--- config.mk ---
export PLATFORM = sky130hd
export DESIGN_NAME = branch_cond_unit
export DESIGN_NICKNAME = d
export VERILOG_FILES = /design/src/rtl/branch_cond_unit_pkg.sv /design/src/rtl/branch_cond_unit_cond_check.sv /design/src/rtl/branch_cond_unit.sv
export SDC_FILE = /design/constraint.sdc
export NUM_CORES = 1
export LEC_CHECK = 0
export CAP_MARGIN = 20
export CORE_MARGIN = 5
export CORE_UTILIZATION = 51
export CTS_BUF_LIST = sky130_fd_sc_hd__clkbuf_16
export CTS_CLUSTER_DIAMETER = 120
export CTS_CLUSTER_SIZE = 25
export DETAILED_ROUTE_END_ITERATION = 8
export PLACE_DENSITY_LB_ADDON = 0.08
export SYNTH_ARGS = -nofsm -noshare
export SYNTH_HDL_FRONTEND = slang
export SYNTH_SLANG_ARGS = --single-unit
export TNS_END_PERCENT = 1
--- constraint.sdc ---
create_clock -name clk -period 2.8 [get_ports clk]
set_input_delay 0.28 -clock clk [delete_from_list [all_inputs] [get_ports clk]]
set_output_delay 0.28 -clock clk [all_outputs]
set_load 0.05 [all_outputs]
--- src/rtl/branch_cond_unit_pkg.sv ---
// Shared encodings for the branch condition path: condition codes, flag bit positions, FSM states.
package branch_cond_unit_pkg;

  localparam logic [3:0] COND_EQ = 4'h0;
  localparam logic [3:0] COND_NE = 4'h1;
  localparam logic [3:0] COND_CS = 4'h2;
  localparam logic [3:0] COND_CC = 4'h3;
  localparam logic [3:0] COND_MI = 4'h4;
  localparam logic [3:0] COND_PL = 4'h5;
  localparam logic [3:0] COND_VS = 4'h6;
  localparam logic [3:0] COND_VC = 4'h7;
  localparam logic [3:0] COND_HI = 4'h8;
  localparam logic [3:0] COND_LS = 4'h9;
  localparam logic [3:0] COND_GE = 4'hA;
  localparam logic [3:0] COND_LT = 4'hB;
  localparam logic [3:0] COND_GT = 4'hC;
  localparam logic [3:0] COND_LE = 4'hD;
  localparam logic [3:0] COND_AL = 4'hE;
  localparam logic [3:0] COND_NV = 4'hF;

  localparam int FLAG_Z = 3;
  localparam int FLAG_N = 2;
  localparam int FLAG_C = 1;
  localparam int FLAG_V = 0;

  typedef enum logic [1:0] {
    ST_IDLE    = 2'd0,
    ST_WAIT    = 2'd1,
    ST_RESOLVE = 2'd2,
    ST_FLUSH   = 2'd3
  } state_t;

endpackage

--- src/rtl/branch_cond_unit_cond_check.sv ---
// Combinational condition-code evaluator over {Z,N,C,V}; zero latency, no flow control.
// Also usable by predicated-execute logic.
module branch_cond_unit_cond_check
  import branch_cond_unit_pkg::*;
(
  input  logic [3:0] cond,
  input  logic [3:0] flags,
  output logic       pass
);

  logic z, n, c, v;

  always_comb begin
    z    = flags[FLAG_Z];
    n    = flags[FLAG_N];
    c    = flags[FLAG_C];
    v    = flags[FLAG_V];
    pass = 1'b0;
    case (cond)
      COND_EQ: pass = z;
      COND_NE: pass = !z;
      COND_CS: pass = c;
      COND_CC: pass = !c;
      COND_MI: pass = n;
      COND_PL: pass = !n;
      COND_VS: pass = v;
      COND_VC: pass = !v;
      COND_HI: pass = c && !z;
      COND_LS: pass = !c || z;
      COND_GE: pass = (n == v);
      COND_LT: pass = (n != v);
      COND_GT: pass = !z && (n == v);
      COND_LE: pass = z || (n != v);
      COND_AL: pass = 1'b1;
      default: pass = 1'b0;
    endcase
  end

endmodule

--- src/rtl/branch_cond_unit.sv ---
// Resolves one conditional branch at a time once all older flag writers commit; issues redirect + flush.
// br_done 2 cycles after accept when nothing pending; br_ready stays low until the branch (and flush) retires.
module branch_cond_unit
  import branch_cond_unit_pkg::*;
#(
  parameter int ADDR_W       = 32,
  parameter int PEND_W       = 3,
  parameter int FLUSH_CYCLES = 2
) (
  input  logic              clk,
  input  logic              reset,
  input  logic [3:0]        flags_in,
  input  logic              flag_issue,
  input  logic              flag_commit,
  input  logic              br_valid,
  output logic              br_ready,
  input  logic [3:0]        br_cond,
  input  logic [ADDR_W-1:0] br_target,
  output logic              br_done,
  output logic              br_taken,
  output logic              redirect_valid,
  output logic [ADDR_W-1:0] redirect_pc,
  output logic              flush,
  output logic              pend_err
);

  localparam int FL_W = (FLUSH_CYCLES > 1) ? $clog2(FLUSH_CYCLES) : 1;
  localparam logic [PEND_W-1:0] PEND_MAX = {PEND_W{1'b1}};

  state_t            state_q, state_d;
  logic [PEND_W-1:0] pend_cnt_q, pend_cnt_d;
  logic              pend_err_q, pend_err_d;
  logic [PEND_W:0]   wait_cnt_q, wait_cnt_d;
  logic [PEND_W:0]   wait_init;
  logic [3:0]        cond_q, cond_d;
  logic [ADDR_W-1:0] target_q, target_d;
  logic              taken_q, taken_d;
  logic [FL_W-1:0]   flush_cnt_q, flush_cnt_d;
  logic              br_ready_q, br_ready_d;
  logic              br_done_q, br_done_d;
  logic              br_taken_q, br_taken_d;
  logic              redirect_valid_q, redirect_valid_d;
  logic [ADDR_W-1:0] redirect_pc_q, redirect_pc_d;
  logic              flush_q, flush_d;
  logic              cond_pass;

  branch_cond_unit_cond_check u_cond_check (
    .cond  (cond_q),
    .flags (flags_in),
    .pass  (cond_pass)
  );

  always_comb begin
    state_d          = state_q;
    pend_cnt_d       = pend_cnt_q;
    pend_err_d       = pend_err_q;
    wait_cnt_d       = wait_cnt_q;
    cond_d           = cond_q;
    target_d         = target_q;
    taken_d          = taken_q;
    flush_cnt_d      = flush_cnt_q;
    br_ready_d       = br_ready_q;
    br_done_d        = 1'b0;
    br_taken_d       = 1'b0;
    redirect_valid_d = 1'b0;
    redirect_pc_d    = redirect_pc_q;
    flush_d          = flush_q;

    if (flag_issue && !flag_commit) begin
      if (pend_cnt_q == PEND_MAX) pend_err_d = 1'b1;
      else                        pend_cnt_d = pend_cnt_q + PEND_W'(1);
    end else if (flag_commit && !flag_issue) begin
      if (pend_cnt_q == '0) pend_err_d = 1'b1;
      else                  pend_cnt_d = pend_cnt_q - PEND_W'(1);
    end

    // Writers older than the branch: everything pending plus a same-cycle issue, less a same-cycle commit.
    wait_init = {1'b0, pend_cnt_q} + {{PEND_W{1'b0}}, flag_issue};
    if (flag_commit && wait_init != '0) wait_init = wait_init - (PEND_W + 1)'(1);

    case (state_q)
      ST_IDLE: begin
        br_ready_d = 1'b1;
        if (br_valid && br_ready_q) begin
          cond_d     = br_cond;
          target_d   = br_target;
          wait_cnt_d = wait_init;
          br_ready_d = 1'b0;
          state_d    = ST_WAIT;
        end
      end
      ST_WAIT: begin
        // Flags are read only in a cycle after the last commit edge, once the status register has settled.
        if (flag_commit) begin
          if (wait_cnt_q != '0) wait_cnt_d = wait_cnt_q - (PEND_W + 1)'(1);
        end else if (wait_cnt_q == '0) begin
          taken_d          = cond_pass;
          br_done_d        = 1'b1;
          br_taken_d       = cond_pass;
          redirect_valid_d = cond_pass;
          redirect_pc_d    = target_q;
          state_d          = ST_RESOLVE;
        end
      end
      ST_RESOLVE: begin
        if (taken_q && (FLUSH_CYCLES > 0)) begin
          flush_d     = 1'b1;
          flush_cnt_d = FL_W'(FLUSH_CYCLES - 1);
          state_d     = ST_FLUSH;
        end else begin
          br_ready_d = 1'b1;
          state_d    = ST_IDLE;
        end
      end
      ST_FLUSH: begin
        if (flush_cnt_q == '0) begin
          flush_d    = 1'b0;
          br_ready_d = 1'b1;
          state_d    = ST_IDLE;
        end else begin
          flush_cnt_d = flush_cnt_q - FL_W'(1);
        end
      end
      default: state_d = ST_IDLE;
    endcase
  end

  always_ff @(posedge clk or negedge reset) begin
    if (!reset) begin
      state_q          <= ST_IDLE;
      pend_cnt_q       <= '0;
      pend_err_q       <= 1'b0;
      wait_cnt_q       <= '0;
      cond_q           <= '0;
      target_q         <= '0;
      taken_q          <= 1'b0;
      flush_cnt_q      <= '0;
      br_ready_q       <= 1'b0;
      br_done_q        <= 1'b0;
      br_taken_q       <= 1'b0;
      redirect_valid_q <= 1'b0;
      redirect_pc_q    <= '0;
      flush_q          <= 1'b0;
    end else begin
      state_q          <= state_d;
      pend_cnt_q       <= pend_cnt_d;
      pend_err_q       <= pend_err_d;
      wait_cnt_q       <= wait_cnt_d;
      cond_q           <= cond_d;
      target_q         <= target_d;
      taken_q          <= taken_d;
      flush_cnt_q      <= flush_cnt_d;
      br_ready_q       <= br_ready_d;
      br_done_q        <= br_done_d;
      br_taken_q       <= br_taken_d;
      redirect_valid_q <= redirect_valid_d;
      redirect_pc_q    <= redirect_pc_d;
      flush_q          <= flush_d;
    end
  end

  assign br_ready       = br_ready_q;
  assign br_done        = br_done_q;
  assign br_taken       = br_taken_q;
  assign redirect_valid = redirect_valid_q;
  assign redirect_pc    = redirect_pc_q;
  assign flush          = flush_q;
  assign pend_err       = pend_err_q;

endmodule

; ---- Word level (Yosys, flattened, before mapping)
; Cells that the tools add are included.
[totals]
reg_bits = 84
out_inout_bits = 38
wordCells = 120
[classes]
n_addsub = 6
n_eq_ne = 31
mux = 35
n_bitwise = 1
reduce_logical = 34
[ops]
columns = op, count
row1 = $eq A4 B4 Y1 const B, 7
row2 = $ne A2 B2 Y1 const B, 10
row3 = $eq A4 B3 Y1 const B, 4
row4 = $mux W1, 16
row5 = $mux W4, 4
row6 = $pmux W1 S15, 1
row7 = $reduce_and A3 Y1, 5
row8 = $mux W3, 4
row9 = $mux W2, 5
row10 = $eq A4 B2 Y1 const B, 2
row11 = $logic_not A4 Y1, 2
row12 = $pmux W2 S4, 1
row13 = $pmux W4 S2, 1
row14 = $reduce_and A4 Y1, 2
row15 = $reduce_bool A2 Y1, 4
row16 = $reduce_bool A4 Y1, 2
row17 = $sub A4 B1 Y4 const B, 2
row18 = $logic_and A1 B1 Y1, 6
row19 = $logic_not A1 Y1, 6
row20 = $add A3 B1 Y4, 1
row21 = $eq A2 B2 Y1 const B, 2
row22 = $eq A4 B1 Y1 const B, 1
row23 = $pmux W1 S2, 2
row24 = $reduce_and A2 Y1, 2
row25 = other kinds (14), 15

; ---- Depth between registers and ports, before layout
[logic_depth]
ltp_word = 6
ltp_mapped = 10
ltp_nobuf = 9

; ---- By module
; From an unflattened synthesis, not the netlist that was laid out.
[hier_totals]
hier_cells = 376
area_unflattened_um2 = 3917.5
[by_module_without_submodules]
columns = module, n_inst, cells_per_inst, area_each_um2, seq_area_each_um2
row1 = branch_cond_unit, 1, 348, 3723.6, 2102.0
row2 = branch_cond_unit_cond_check, 1, 28, 193.9, 0.0

; ---- Worst setup path after synthesis
; OpenSTA, ideal clock, no wires.
[synth_path]
path_type = register to register
startpoint = reg pend_cnt_q[0]
endpoint = reg wait_cnt_q[1]
setup_time_ps = 121
arrival_ps = 2074
t_required_ps = 2679
setup_slack_ps = 605
path_stages_with_launch = 10
n_path_buf = 0
period_less_slack_ps = 2195
cell_sequence = dfrtp_1 > ha_1 > ha_1 > inv_1 > ha_1 > and2_1 > a311o_1 > o21ai_1 > a21oi_1 > o22a_1
[synth_via]
elab_chain_cells = 6
elab_cells_between_ends = 7
[synth_lines]
columns = item, line_no
row1 = from (decl), branch_cond_unit.sv:31  ; logic [PEND_W-1:0] pend_cnt_q, pend_cnt_d;
row2 = from (signal assigned), branch_cond_unit.sv:146  ; pend_cnt_q <= pend_cnt_d;
row3 = $add A3 B1 Y4 (*), branch_cond_unit.sv:78  ; wait_init = {1'b0, pend_cnt_q} + {{PEND_W{1'b0}}, flag_issue};
row4 = branches (longest 2 deep; another with $sub A4 B1 Y4), n/a
row5 = $mux W4 (*), branch_cond_unit.sv:79  ; if (flag_commit && wait_init != '0) wait_init = wait_init - (PEND_W + 1)'(1);
row6 = $mux W4 (*), branch_cond_unit.sv:84  ; if (br_valid && br_ready_q) begin
row7 = $pmux W4 S2 (*), branch_cond_unit.sv:81  ; case (state_q)
row8 = to (signal assigned), branch_cond_unit.sv:148  ; wait_cnt_q <= wait_cnt_d;
row9 = to (decl), branch_cond_unit.sv:33  ; logic [PEND_W:0] wait_cnt_q, wait_cnt_d;
; Every way passes the cells marked *. The select of a mux whose other input is x is not followed.
; A chain may end at the register's enable or synchronous reset.

; ---- Final worst setup path
; Ends and elaborated chain as after synthesis.

==> flow_results.xml <==
<?xml version="1.0" encoding="UTF-8"?>
<metrics>
  <group name="worst_hold_path">
    <metric name="holdCritPathClass" unit="">reg -&gt; reg</metric>
  </group>
  <group name="global_route">
    <metric name="grt_start_max_net_pins" unit="">47</metric>
    <metric name="initial_antenna_violation_count" unit="">0</metric>
    <metric name="grt.overflow.total" unit="">0</metric>
    <metric name="first_pass_grt_wire_length" unit="µm">13400</metric>
    <metric name="overall_track_demand_over_capacity_in_global_routing" unit="%">18.8</metric>
    <metric name="first_global_vias" unit="">2972</metric>
  </group>
  <group name="power_and_ir_drop">
    <metric name="power.clock.fraction" unit="%">23.1</metric>
    <metric name="power.share.combinational" unit="%">38.3</metric>
    <metric name="vdd_drop_max" unit="mV">0.592</metric>
    <metric name="power_report.internal_total" unit="W">0.00333</metric>
    <metric name="power.static_leakage" unit="nW">2.33</metric>
    <metric name="netSwitchingFraction" unit="%">37.9</metric>
    <metric name="power_density" unit="nW/µm²">1070</metric>
    <metric name="switching_power" unit="W">0.00203</metric>
    <metric name="seq_power_share" unit="%">38.6</metric>
    <metric name="power" unit="W">0.00537</metric>
  </group>
  <group name="logic_synthesis">
    <metric name="mappedNetlistNets" unit="">417</metric>
    <metric name="synth-seq-area-share" unit="%">55.1</metric>
    <metric name="synth.yosys.warnings" unit="">0</metric>
    <metric name="synthesis.area_per_instance" unit="µm²">10.4</metric>
    <metric name="mappedNetlistArea" unit="µm²">3820</metric>
    <metric name="synth_async_sr_flop_share" unit="%">100</metric>
    <metric name="postSynthCellCount" unit="">366</metric>
    <metric name="count_of_distinct_cell_types_in_the_synthesized_netlist" unit="">55</metric>
    <metric name="synth-seq-cells" unit="">84</metric>
    <metric name="number_of_enable_type_register_cells_in_the_synthesized_netlist" unit="">0</metric>
    <metric name="synth_flop_cell" unit="">sky130_fd_sc_hd__dfrtp_1</metric>
  </group>
  <group name="drt">
    <metric name="route.antenna.remaining_nets" unit="">0</metric>
    <metric name="detail_route.iter0.violations" unit="">93</metric>
    <metric name="detail_route.vias_per_cell" unit="">5.25</metric>
    <metric name="detailedRoute.firstPassIterationCount" unit="">4</metric>
    <metric name="drc" unit="">0</metric>
    <metric name="num_vias" unit="">2876</metric>
    <metric name="finalWirelength" unit="µm">8130</metric>
    <metric name="routed_wire_length_per_instance" unit="µm">14.8</metric>
  </group>
  <group name="timing">
    <metric name="setup_violations" unit="">0</metric>
    <metric name="finalClockSkew" unit="ns">0.00511</metric>
    <metric name="unrepaired_setup_endpoints_after_global_routing" unit="">false</metric>
    <metric name="final_hold_viol_count" unit="">0</metric>
    <metric name="tns" unit="ns">0</metric>
    <metric name="fin_crit_sh" unit="%">85.7</metric>
    <metric name="maximum_clock_rate" unit="MHz">417</metric>
    <metric name="timing_worst_slew_pin_value" unit="ns">0.652</metric>
    <metric name="final_max_slew_viol_count" unit="">0</metric>
    <metric name="finalCriticalPeriod" unit="ns">2.40</metric>
    <metric name="max-slew-margin-rel" unit="%">56.5</metric>
  </group>
  <group name="clocking">
    <metric name="ctsLongestPathBuffers" unit="">2</metric>
    <metric name="cts_sinks" unit="">84</metric>
    <metric name="clkLatencyLatePin" unit="ns">0.33</metric>
    <metric name="cts_post_setup_buffers_inserted" unit="">0</metric>
    <metric name="h_tree_levels" unit="">3</metric>
    <metric name="clkSlewWorstSetupHoldPaths" unit="ns">0.06</metric>
    <metric name="number_of_clock_buffers_inserted_by_tritoncts" unit="">9</metric>
    <metric name="clock-root-buffer" unit="">sky130_fd_sc_hd__clkbuf_16</metric>
    <metric name="postCtsResizedCells" unit="">0</metric>
    <metric name="cts-hold-fix-buffers" unit="">1</metric>
    <metric name="clock_tree_from_tritoncts" unit="">done</metric>
  </group>
  <group name="setup_path">
    <metric name="ws_path_type" unit="">reg -&gt; reg</metric>
    <metric name="worstPathMaxFanout" unit="">9</metric>
    <metric name="endpoint_kind" unit="">register</metric>
    <metric name="worst_setup_start_kind" unit="">register</metric>
    <metric name="worst-endpoint-required" unit="ns">3.02</metric>
    <metric name="crit_arrival" unit="ns">2.62</metric>
  </group>
  <group name="status">
    <metric name="outcome" unit="">completed</metric>
  </group>
  <group name="flow_run">
    <metric name="maxCapViolations" unit="">0</metric>
  </group>
  <group name="place">
    <metric name="dpl-instance-area" unit="µm²">4700</metric>
    <metric name="gpl.final_weighted_congestion" unit="">0.776</metric>
    <metric name="dpl.hpwl" unit="µm">5450</metric>
    <metric name="placement.io_buffers" unit="">82</metric>
    <metric name="dpl.cell_count" unit="">531</metric>
  </group>
  <group name="final_layout">
    <metric name="layout.core_utilization" unit="%">69.3</metric>
    <metric name="area.growth.synth_to_final" unit="%">31.7</metric>
    <metric name="insertedDiodeCount" unit="">0</metric>
    <metric name="post_route_cells_drive_above_1_share" unit="%">12.9</metric>
    <metric name="final_cell_area" unit="µm²">5020</metric>
    <metric name="layoutNonFillerInstCount" unit="">548</metric>
    <metric name="nets" unit="">495</metric>
  </group>
  <group name="die">
    <metric name="die-height" unit="µm">96.5</metric>
    <metric name="die-width" unit="µm">96.5</metric>
    <metric name="core_region_area" unit="µm²">7250</metric>
    <metric name="placementRows" unit="">31</metric>
    <metric name="die-area" unit="µm²">9310</metric>
    <metric name="top_level_ports" unit="">83</metric>
    <metric name="initial_core_util" unit="%">52.6</metric>
  </group>
</metrics>
[flip-flops by register name, summed over array words and instances (netlist names), 2 cells and up]
register / cells
cond_q: 4
pend_cnt_q: 3
redirect_pc: 32
state_q: 2
target_q: 32
wait_cnt_q: 4
[Yosys cell counts, types with 3 or more instances]
master,n,area [µm²]
sky130_fd_sc_hd__inv_1,9,33.8
sky130_fd_sc_hd__a21oi_1,14,70.1
sky130_fd_sc_hd__ha_1,5,62.6
sky130_fd_sc_hd__nand2_1,113,424
sky130_fd_sc_hd__mux2_1,7,78.8
sky130_fd_sc_hd__clkbuf_1,5,18.8
sky130_fd_sc_hd__or3_1,3,18.8
sky130_fd_sc_hd__o21ai_0,12,60.1
sky130_fd_sc_hd__nor3_1,4,20.0
sky130_fd_sc_hd__buf_2,10,50.1
sky130_fd_sc_hd__buf_4,4,30.0
sky130_fd_sc_hd__nand3_1,8,40.0
sky130_fd_sc_hd__nand2b_1,3,18.8
sky130_fd_sc_hd__dfrtp_1,84,2100
sky130_fd_sc_hd__nor2_1,6,22.5
sky130_fd_sc_hd__mux2_2,29,327
[worst max-delay path, stage by stage (launching register included)]
cell,delay [ns]
sky130_fd_sc_hd__dfrtp_1,0.48
sky130_fd_sc_hd__ha_1,0.25
sky130_fd_sc_hd__ha_1,0.30
sky130_fd_sc_hd__inv_1,0.07
sky130_fd_sc_hd__ha_1,0.25
sky130_fd_sc_hd__and2_1,0.18
sky130_fd_sc_hd__a311o_1,0.40
sky130_fd_sc_hd__o21ai_1,0.15
sky130_fd_sc_hd__a21oi_1,0.06
sky130_fd_sc_hd__o22a_1,0.17
[power groups by stage]
stage               Combinational, W  Clock (W)  Sequential, W
global placement             0.00200          0        0.00206
finish                       0.00206    0.00124        0.00207
detailed placement           0.00207          0        0.00208
floorplan                    0.00101          0        0.00250
global route                 0.00224    0.00132        0.00215
CTS                          0.00208    0.00126        0.00207
[layout by cell type (no fill, tap or decap), types with 2 or more instances in the layout]
| master | synthesis | layout |
|---|---|---|
| sky130_fd_sc_hd__o21ai_1 | 2 | 2 |
| sky130_fd_sc_hd__a41oi_1 | 2 | 2 |
| sky130_fd_sc_hd__inv_1 | 9 | 10 |
| sky130_fd_sc_hd__nor2b_1 | 2 | 2 |
| sky130_fd_sc_hd__nor2_1 | 6 | 6 |
| sky130_fd_sc_hd__nand2b_1 | 3 | 3 |
| sky130_fd_sc_hd__mux2i_1 | 2 | 2 |
| sky130_fd_sc_hd__nand2_1 | 113 | 113 |
| sky130_fd_sc_hd__clkbuf_16 | 0 | 9 |
| sky130_fd_sc_hd__nand3_1 | 8 | 8 |
| sky130_fd_sc_hd__a21o_1 | 2 | 2 |
| sky130_fd_sc_hd__a21oi_1 | 14 | 14 |
| sky130_fd_sc_hd__mux2_1 | 7 | 7 |
| sky130_fd_sc_hd__nor3_1 | 4 | 4 |
| sky130_fd_sc_hd__a22oi_1 | 2 | 2 |
| sky130_fd_sc_hd__xnor2_1 | 2 | 2 |
| sky130_fd_sc_hd__dfrtp_1 | 84 | 84 |
| sky130_fd_sc_hd__or3_1 | 3 | 3 |
| sky130_fd_sc_hd__bufinv_16 | 0 | 2 |
| sky130_fd_sc_hd__nor3b_1 | 2 | 2 |
| sky130_fd_sc_hd__buf_4 | 4 | 4 |
| sky130_fd_sc_hd__clkdlybuf4s50_1 | 0 | 81 |
| sky130_fd_sc_hd__ha_1 | 5 | 5 |
| sky130_fd_sc_hd__clkinv_4 | 0 | 2 |
| sky130_fd_sc_hd__o211ai_1 | 2 | 2 |
| sky130_fd_sc_hd__o21ai_0 | 12 | 12 |
| sky130_fd_sc_hd__nor4b_1 | 2 | 2 |
| sky130_fd_sc_hd__mux2_2 | 29 | 29 |
| sky130_fd_sc_hd__inv_2 | 2 | 2 |
[layer usage]
metal	part of all wire [%]	wire length, µm	GRT usage, %	up-vias
li1	-	-	-	1387
met1	43	3520	22.7	1404
met2	49	3990	31.3	77
met3	6.1	498	5.73	8
met4	1.5	119	8.06	0
met5	0	0	0	-
[metrics by stage]
step	setup WS [ns]	hold slack (ns)
floorplan	0.605	-0.0156
global placement	0.261	0.286
detailed placement	0.156	0.291
CTS	0.404	0.462
global route	0.251	0.479
finish	0.400	0.456
[final timing paths]
path                                           start                           to  slack, ns  cells after the start
setup / recovery           pend_cnt_q[0]$_DFFE_PN0P_    wait_cnt_q[1]$_DFFE_PN0P_       0.40                      9
hold / removal              target_q[30]$_DFFE_PN0P_  redirect_pc[30]$_DFFE_PN0P_       0.46                      2
setup reg to reg           pend_cnt_q[0]$_DFFE_PN0P_    wait_cnt_q[1]$_DFFE_PN0P_       0.40                      9
hold reg to reg             target_q[30]$_DFFE_PN0P_  redirect_pc[30]$_DFFE_PN0P_       0.46                      2
max in group asynchronous                      reset    wait_cnt_q[2]$_DFFE_PN0P_       1.73                      3
min in group asynchronous                      reset    pend_cnt_q[2]$_DFFE_PN0P_       0.47                      2
[logic make-up (layout without fill, tap and decap cells)]
family,after synthesis,in the layout,share of synthesized area (%)
buffers and inverters,31,114,3.97
AO/OA/AOI/OAI,47,47,8.36
adder cells (fa/ha/maj),6,6,2.16
AND/OR/NAND/NOR,156,156,18.2
flip-flops,84,84,55.1
XOR/XNOR,4,4,1.11
multiplexers,38,38,11.1
[final cells by class]
cell class                      count  area [µm²]
Timing Repair Buffer               87         871
Multi-Input combinational cell    251        1570
Clock buffer                        9         225
Clock inverter                      7        92.6
Inverter                           11        41.3
Tap cell                           99         124
Fill cell                         574        2230
Sequential cell                    84        2100
(Power assumes the default switching activity.)
